`src/rtl/mem_bus_arbiter_pkg.sv`:
```
// Shared types for the ibus/dbus to cbus arbiter: FSM states, owner tag and
// the latched cbus request bundle.
package mem_bus_arbiter_pkg;

  typedef enum logic [1:0] {
    IDLE = 2'd0,
    BUSY = 2'd1,
    RESP = 2'd2
  } arb_state_t;

  typedef enum logic {
    OWN_I = 1'b0,
    OWN_D = 1'b1
  } owner_t;

  typedef struct packed {
    logic        is_write;
    logic [2:0]  size;
    logic [63:0] addr;
    logic [7:0]  strobe;
    logic [63:0] data;
  } cbus_req_t;

  localparam logic [2:0] MSIZE4 = 3'b010;

endpackage

```
`src/rtl/mem_bus_arbiter_grant.sv`:
```
// Combinational tie-break between ibus and dbus; grant[0] = ibus, grant[1] = dbus.
// Callers gate the valids so that no grant can appear outside IDLE.
module arb_grant
  import mem_bus_arbiter_pkg::*;
#(
  parameter int ROUND_ROBIN = 0
) (
  input  logic       i_valid,
  input  logic       d_valid,
  input  owner_t     last_grant,
  output logic [1:0] grant
);

  always_comb begin
    grant = 2'b00;
    if (i_valid && d_valid) begin
      // Round-robin hands the tie to whichever master did not win last time.
      if ((ROUND_ROBIN != 0) && (last_grant == OWN_D)) grant = 2'b01;
      else                                             grant = 2'b10;
    end else begin
      grant = {d_valid, i_valid};
    end
  end

endmodule

```
`src/rtl/mem_bus_arbiter.sv`:
```
// Merges the core's ibus and dbus onto a single-beat cbus, one outstanding
// transaction at a time, with addr_ok/data_ok handshakes back to the core.
module mem_bus_arbiter
  import mem_bus_arbiter_pkg::*;
#(
  parameter int ROUND_ROBIN   = 0,
  parameter int RESET_GRANT_D = 1
) (
  input  logic        clk,
  input  logic        reset,
  input  logic        i_req_valid,
  input  logic [63:0] i_req_addr,
  output logic        i_resp_addr_ok,
  output logic        i_resp_data_ok,
  output logic [31:0] i_resp_data,
  input  logic        d_req_valid,
  input  logic [63:0] d_req_addr,
  input  logic [2:0]  d_req_size,
  input  logic [7:0]  d_req_strobe,
  input  logic [63:0] d_req_data,
  output logic        d_resp_addr_ok,
  output logic        d_resp_data_ok,
  output logic [63:0] d_resp_data,
  output logic        c_req_valid,
  output logic        c_req_is_write,
  output logic [2:0]  c_req_size,
  output logic [63:0] c_req_addr,
  output logic [7:0]  c_req_strobe,
  output logic [63:0] c_req_data,
  input  logic        c_resp_ready,
  input  logic        c_resp_last,
  input  logic [63:0] c_resp_data
);

  localparam owner_t LAST_GRANT_INIT = (RESET_GRANT_D != 0) ? OWN_D : OWN_I;

  arb_state_t  state_reg;
  owner_t      owner_reg;
  owner_t      last_grant_reg;
  cbus_req_t   req_reg;
  cbus_req_t   req_next;
  logic        c_req_valid_reg;
  logic        i_data_ok_reg;
  logic        d_data_ok_reg;
  logic [31:0] i_resp_data_reg;
  logic [63:0] d_resp_data_reg;
  logic [1:0]  grant;
  logic        grant_en;

  assign grant_en = !reset && (state_reg == IDLE);

  arb_grant #(
    .ROUND_ROBIN(ROUND_ROBIN)
  ) u_grant (
    .i_valid   (i_req_valid && grant_en),
    .d_valid   (d_req_valid && grant_en),
    .last_grant(last_grant_reg),
    .grant     (grant)
  );

  always_comb begin
    req_next = '0;
    if (grant[1]) begin
      req_next.is_write = (d_req_strobe != 8'h00);
      req_next.size     = d_req_size;
      req_next.addr     = d_req_addr;
      req_next.strobe   = d_req_strobe;
      req_next.data     = d_req_data;
    end else begin
      req_next.size     = MSIZE4;
      req_next.addr     = i_req_addr;
    end
  end

  always_ff @(posedge clk) begin
    if (reset) begin
      state_reg       <= IDLE;
      owner_reg       <= OWN_I;
      last_grant_reg  <= LAST_GRANT_INIT;
      req_reg         <= '0;
      c_req_valid_reg <= 1'b0;
      i_data_ok_reg   <= 1'b0;
      d_data_ok_reg   <= 1'b0;
      i_resp_data_reg <= '0;
      d_resp_data_reg <= '0;
    end else begin
      case (state_reg)
        IDLE: begin
          if (grant != 2'b00) begin
            req_reg         <= req_next;
            owner_reg       <= grant[1] ? OWN_D : OWN_I;
            last_grant_reg  <= grant[1] ? OWN_D : OWN_I;
            c_req_valid_reg <= 1'b1;
            state_reg       <= BUSY;
          end
        end
        BUSY: begin
          // Only the final beat completes; the fetch word is chosen now so it
          // survives the next grant overwriting the latched address.
          if (c_resp_ready && c_resp_last) begin
            i_resp_data_reg <= req_reg.addr[2] ? c_resp_data[63:32] : c_resp_data[31:0];
            d_resp_data_reg <= c_resp_data;
            c_req_valid_reg <= 1'b0;
            i_data_ok_reg   <= (owner_reg == OWN_I);
            d_data_ok_reg   <= (owner_reg == OWN_D);
            state_reg       <= RESP;
          end
        end
        RESP: begin
          i_data_ok_reg <= 1'b0;
          d_data_ok_reg <= 1'b0;
          state_reg     <= IDLE;
        end
        default: state_reg <= IDLE;
      endcase
    end
  end

  assign i_resp_addr_ok = grant[0];
  assign d_resp_addr_ok = grant[1];
  assign i_resp_data_ok = i_data_ok_reg;
  assign d_resp_data_ok = d_data_ok_reg;
  assign i_resp_data    = i_resp_data_reg;
  assign d_resp_data    = d_resp_data_reg;
  assign c_req_valid    = c_req_valid_reg;
  assign c_req_is_write = req_reg.is_write;
  assign c_req_size     = req_reg.size;
  assign c_req_addr     = req_reg.addr;
  assign c_req_strobe   = req_reg.strobe;
  assign c_req_data     = req_reg.data;

endmodule

```
`config.mk`:
```
export PLATFORM = sky130hd
export DESIGN_NAME = mem_bus_arbiter
export DESIGN_NICKNAME = d
export VERILOG_FILES = /design/src/rtl/mem_bus_arbiter_pkg.sv /design/src/rtl/mem_bus_arbiter_grant.sv /design/src/rtl/mem_bus_arbiter.sv
export SDC_FILE = /design/constraint.sdc
export NUM_CORES = 1
export LEC_CHECK = 0
export ABC_CLOCK_PERIOD_IN_PS = 2500
export CORE_AREA = 4 4 198 200
export DETAILED_ROUTE_END_ITERATION = 10
export DIE_AREA = 0 0 202 204
export GPL_TIMING_DRIVEN = 0
export PLACE_DENSITY_LB_ADDON = 0.05
export SYNTH_ARGS = -nofsm -noshare
export SYNTH_HDL_FRONTEND = slang
export SYNTH_SLANG_ARGS = --single-unit
```
`constraint.sdc`:
```
create_clock -name clk -period 2.5 [get_ports clk]
set_input_delay 0.75 -clock clk [delete_from_list [all_inputs] [get_ports clk]]
set_output_delay 0.75 -clock clk [all_outputs]
set_load 0.05 [all_outputs]
```
# Yosys cells after proc, flatten, opt, wreduce, memory -nomap -nowiden
# Index checks and enable logic that the tools add are counted.
[word_totals] mem_bits_ro=0 latch_bits=0 ram_bits=0 mem_count=0 reg_bits=242 inputBits=273
[classes] add_sub_neg=0 reduce_logical=16 bitwise_logic=1 n_eq_ne=4 order_cmp=0 mux=16 shift=0 div=0 n_mul=0
[ops] op="72-bit two-way mux" n=1
[ops] op="67-bit two-way mux" n=1
[ops] op="32-bit two-way mux" n=1
[ops] op="2-bit AND reduction" n=4
[ops] op="8-bit nonzero test" n=1
[ops] op="1-bit two-way mux" n=6
[ops] op="2-bit two-way mux" n=3
[ops] op="1-bit one-hot mux with 2 select lines" n=3
[ops] op="2-bit nonzero test" n=3
[ops] op="1-bit logical AND" n=5
[ops] op="2-bit one-hot mux with 2 select lines" n=1
[ops] op="3-bit AND reduction" n=1
[ops] op="2-bit by 1-bit equality test with 1-bit output (second input constant)" n=1
[ops] op="2-bit equality test (second input constant)" n=1
[ops] op="2-bit logical NOT" n=1
[ops] op="2-bit by 1-bit inequality test with 1-bit output (second input constant)" n=1
[ops] op="2-bit inequality test (second input constant)" n=1
[ops] op="1-bit logical NOT" n=1
[ops] op="1-bit inverter" n=1

# Depth between registers and ports, before layout
[logic_depth] ltp_word=8 mapped_depth=6

# Hierarchy
# From an unflattened synthesis, not the netlist that was laid out.
[unflattened] hier_cells=1090 area_unflattened_um2=9545.4
[by_module_without_submodules] module="mem_bus_arbiter" cells_each=1088 n_inst=1 area_per_inst_um2=9535.4
[by_module_without_submodules] module="arb_grant" cells_each=2 n_inst=1 area_per_inst_um2=10.0

# Least setup slack after synthesis
# No wires, ideal clock.
[synth_path] kind="input to output" startpoint="input d_req_valid" endpoint="output i_resp_addr_ok" path_slack_ns=-0.302 arrival_time_ns=2.052 stages=4 path_cell_list="or3_1 > buf_6 > buf_6 > nor2_1"
[synth_via] elab_chain_len=3
[synth_rtl] item="start, declared" line_no="mem_bus_arbiter.sv:16" source="input logic d_req_valid,"
[synth_rtl] item="1-bit logical AND" line_no="mem_bus_arbiter.sv:56" source=".d_valid (d_req_valid && grant_en),"
[synth_rtl] item="1-bit logical AND" line_no="mem_bus_arbiter_grant.sv:16" source="if (i_valid && d_valid) begin"
[synth_rtl] item="2-bit two-way mux" line_no="mem_bus_arbiter_grant.sv:16"
[synth_rtl] item="end, declared" line_no="mem_bus_arbiter.sv:13" source="output logic i_resp_addr_ok,"
# No other way between the ends.

# Worst setup path after layout
[layout_path] startpoint="register state_reg[1]" endpoint="output i_resp_addr_ok"
[layout_via] elab_chain_len=5 word_cells_on_any_way=6
[layout_rtl] item="start, declared" line_no="mem_bus_arbiter.sv:37" source="arb_state_t state_reg;"
[layout_rtl] item="start signal, assigned" line_no="mem_bus_arbiter.sv:77" source="state_reg <= IDLE;"
[layout_rtl] item="start signal, assigned" line_no="mem_bus_arbiter.sv:94" source="state_reg <= BUSY;"
[layout_rtl] item="start signal, assigned" line_no="mem_bus_arbiter.sv:106" source="state_reg <= RESP;"
[layout_rtl] item="2-bit logical NOT *" line_no="mem_bus_arbiter.sv:50" source="assign grant_en = !reset && (state_reg == IDLE);"
[layout_rtl] item="1-bit logical AND *" line_no="mem_bus_arbiter.sv:50"
[layout_rtl] item="1-bit logical AND, on equally long branches" line_no="mem_bus_arbiter.sv:55, mem_bus_arbiter.sv:56"
[layout_rtl] item="1-bit logical AND" line_no="mem_bus_arbiter_grant.sv:16"
[layout_rtl] item="2-bit two-way mux *" line_no="mem_bus_arbiter_grant.sv:16"
# Mark *: on every way between the ends. The rest lies on a longest branch, timed or not.

==> reports/summary.txt <==
number of global-route vias before repair: 9099
routability cong.: 0.7519
Final Non-Filler Cells: 1935
Slew Limit Fails: 0
routed length per instance: 21.50 µm
Core Region: 37400 µm²
# fillers: 3776
GRT Util Overall: 18.94%
Setup crit start kind: flop
global-route wire length before repair: 60240 µm
min setup slack post-route: -0.06766 ns
WHS: 0.4508 ns
1st-pass router iterations: 4
area of the mapped netlist: 8793 µm²
placed insts: 1871
Critical Path RT: 1.75 ns
CTS tree: built
hold depth: 2
count leader, synth: dfxtp_1
sequential share of power: 36.7%
Hold Crit Endpoint: d_resp_data[59]
CTS Hold Bufs: 0
CP max stage cell: dfxtp_4
Cell Int Power: 8.037 mW
Final setup viols: 2
syn_nets: 1120
Switching Share: 30.85%
post-route clock period utilization: 102.7%
RSZ-0062 raised after global routing: true
setup tns final: -0.1126 ns
FP Rows: 71
worst-margin pin slew: 0.6462 ns
crit path max fanout: 2
# port buffers: 513
Comb pwr share: 23.4%
clock sinks: 242
IO Count: 514
crit-path max cell delay: 0.34 ns
dpl hpwl: 31910 µm
Layout Nets: 1676
via density per instance: 4.492
H-tree Lvls: 1
CTS Buffer Depth: 3
Critical R2R Launch: state_reg[1]
Die Width: 202 µm
share of layout cells above drive strength 1: 8.158%
DR vias: 8692
Initial DRC Count: 310
total global routing overflow: 0
pre-CTS setup slack: -1.667 ns
most instantiated cells after synthesis: dfxtp_1 (242), nand2_1 (132), a22o_1 (75), a21oi_1 (69), o21a_1 (64)
DRC viols: 0
Post-synth ARST share: 0%
die area: 41210 µm²
R2R Setup Slk: 0.41 ns
cts bufs inserted: 31
nature of the critical path endpoint: output pin
Area Overhead vs Synth: 78.30%
cell count after synthesis: 847
critical path buffer and inverter count: 2
Seq cells post-synth: 242
Synth area leader: dfxtp_1
CTS Root Buffer Type: clkbuf_16
delay-heaviest family, CP: simple AND/OR/NAND/NOR gates
CP cell instances: or2_4, or3_1, buf_6, nor2_4, buf_8
Post-synth EDFFs: 0
Clk Latency, worst-skew pair: 0.56 ns
Clk pin slew, worst setup/hold paths: 0.06 ns
pin count of the biggest net entering global routing: 15
max_cap viols: 0
FF-to-FF path depth: 7
top post-synthesis cells by area: dfxtp_1 (55%), o221a_1 (7.6%), a22o_1 (7.5%), nand2_1 (5.6%), o21a_1 (5.5%)
final hold vios: 0
Power per Cell Area: 741.2 nW/µm²
crit path DAT: 1.82 ns
Die H: 204 µm
Mean Syn Cell Area: 10.38 µm²
final wirelength: 41610 µm
Hold Crit Start: d_resp_data[59]
R2R Path End: i_resp_data[29]
status: finished, violations left
Worst slew margin: 57.09%
Distinct cells, synth: 32
sw power: 3.585 mW
Synth Flop Type: dfxtp_1
failing checks: setup timing
crit path kind: reg -> out
power share of the clock group: 39.9%
initial antenna violation count: 2
leakage: 7.128 nW
fin crit period: 2.568 ns
Initial Util: 23.51%
Detail Route Antenna Nets: 0
VDD IR max: 450.9 µV
synth warn: 0
Hold Crit Class: reg -> reg
Max Clock Freq: 389.5 MHz
Synth top area share: 55.09%
final setup skew: 0.007258 ns
Seq/Total Area, Yosys: 55.09%
==> cell families (layout without fill, tap and decap cells) <==
family                 Yosys count  in the layout  share of synthesized area [%]
AOI/OAI and AO/OA              307            307                          28.04
buffers and inverters           83            658                          4.753
DFF                            242            242                          55.09
muxes                           32             32                          3.643
other                            0              2                              0
and+or+nand+nor                183            183                          8.466
==> stage by stage <==
stage          area, µm²  utilization [%]  power (mW)
6_report           15680            41.92       11.62
5_1_grt            15680            41.92       12.08
4_1_cts            15550            41.58       11.79
3_5_place_dp       14580            38.97       7.180
3_3_place_gp       14580            38.97       7.181
2_1_floorplan       8801                -       5.895
==> power groups by stage <==
stage / sequential [mW] / clock [mW] / combinational (mW)
after global routing: 4.29 / 4.92 / 2.87
after floorplan: 5.25 / 0 / 0.648
final: 4.26 / 4.64 / 2.72
after CTS: 4.26 / 4.76 / 2.77
after detailed placement: 4.35 / 0 / 2.83
after global placement: 4.34 / 0 / 2.84
==> timing repair <==
action / CTS / global route
endpoints found under the setup margin: 146 / 54
pin swaps: 4 / 2
gates resized for setup: 178 / 55
setup buffers: 11 / 0
==> layout by cell type (no fill, tap or decap), drive strengths merged <==
cell type      count
inv                2
dlygate4sd2      145
o21ai              1
bufinv             4
dfxtp            242
and3b              1
or3b               2
nand2            132
clkbuf            81
nor2              36
diode              2
nor4               2
o21a              64
nand4b             1
dlymetal6s2s      52
nor3               1
clkinvlp           1
and4b              1
clkdlybuf4s50    312
or3                1
mux2i             32
o32ai              1
nand3              2
o221a             64
a21oi             69
a211oi            32
a22o              75
buf               57
clkinv             4
a31o               1
or2                2
nand2b             2
==> worst min-delay path, cell delays in order (launching register included) <==
cell     delay, ns
dfxtp_1       0.30
nand2_1       0.05
a21oi_1       0.05
==> how the worst max path moves through the flow <==
stage                            start              to  slack, ns  depth (start not counted)
final                     state_reg[1]  i_resp_addr_ok      -0.07                          5
after floorplan            d_req_valid  i_resp_addr_ok       0.08                          4
after detailed placement         reset  i_resp_addr_ok      -1.67                          5
after CTS                 state_reg[1]  i_resp_addr_ok      -0.14                          5
after global routing      state_reg[1]  i_resp_addr_ok      -0.12                          5
after global placement           reset  i_resp_addr_ok      -1.73                          5
==> final cells by class <==
| type | instances | area [µm²] | area share [%] |
|---|---|---|---|
| Timing Repair Buffer | 524 | 5174 | 33.00 |
| Tap cell | 511 | 639.4 | 4.078 |
| Clock buffer | 43 | 890.9 | 5.682 |
| Sequential cell | 242 | 4850 | 30.93 |
| Inverter | 2 | 7.507 | 0.04788 |
| Multi-Input combinational cell | 522 | 3546 | 22.62 |
| Clock inverter | 9 | 147.6 | 0.9417 |
| Buffer | 80 | 419.2 | 2.673 |
| Antenna cell | 2 | 5.005 | 0.03192 |
==> layer usage <==
layer | vias up | global-route usage, % | wire, µm
met3 | 60 | 6.712 | 3238
met4 | 0 | 4.980 | 1185
met1 | 4102 | 22.69 | 17370
li1 | 4227 | - | -
met5 | - | 0 | 0
met2 | 303 | 32.44 | 19820
(Power assumes the default switching activity.)
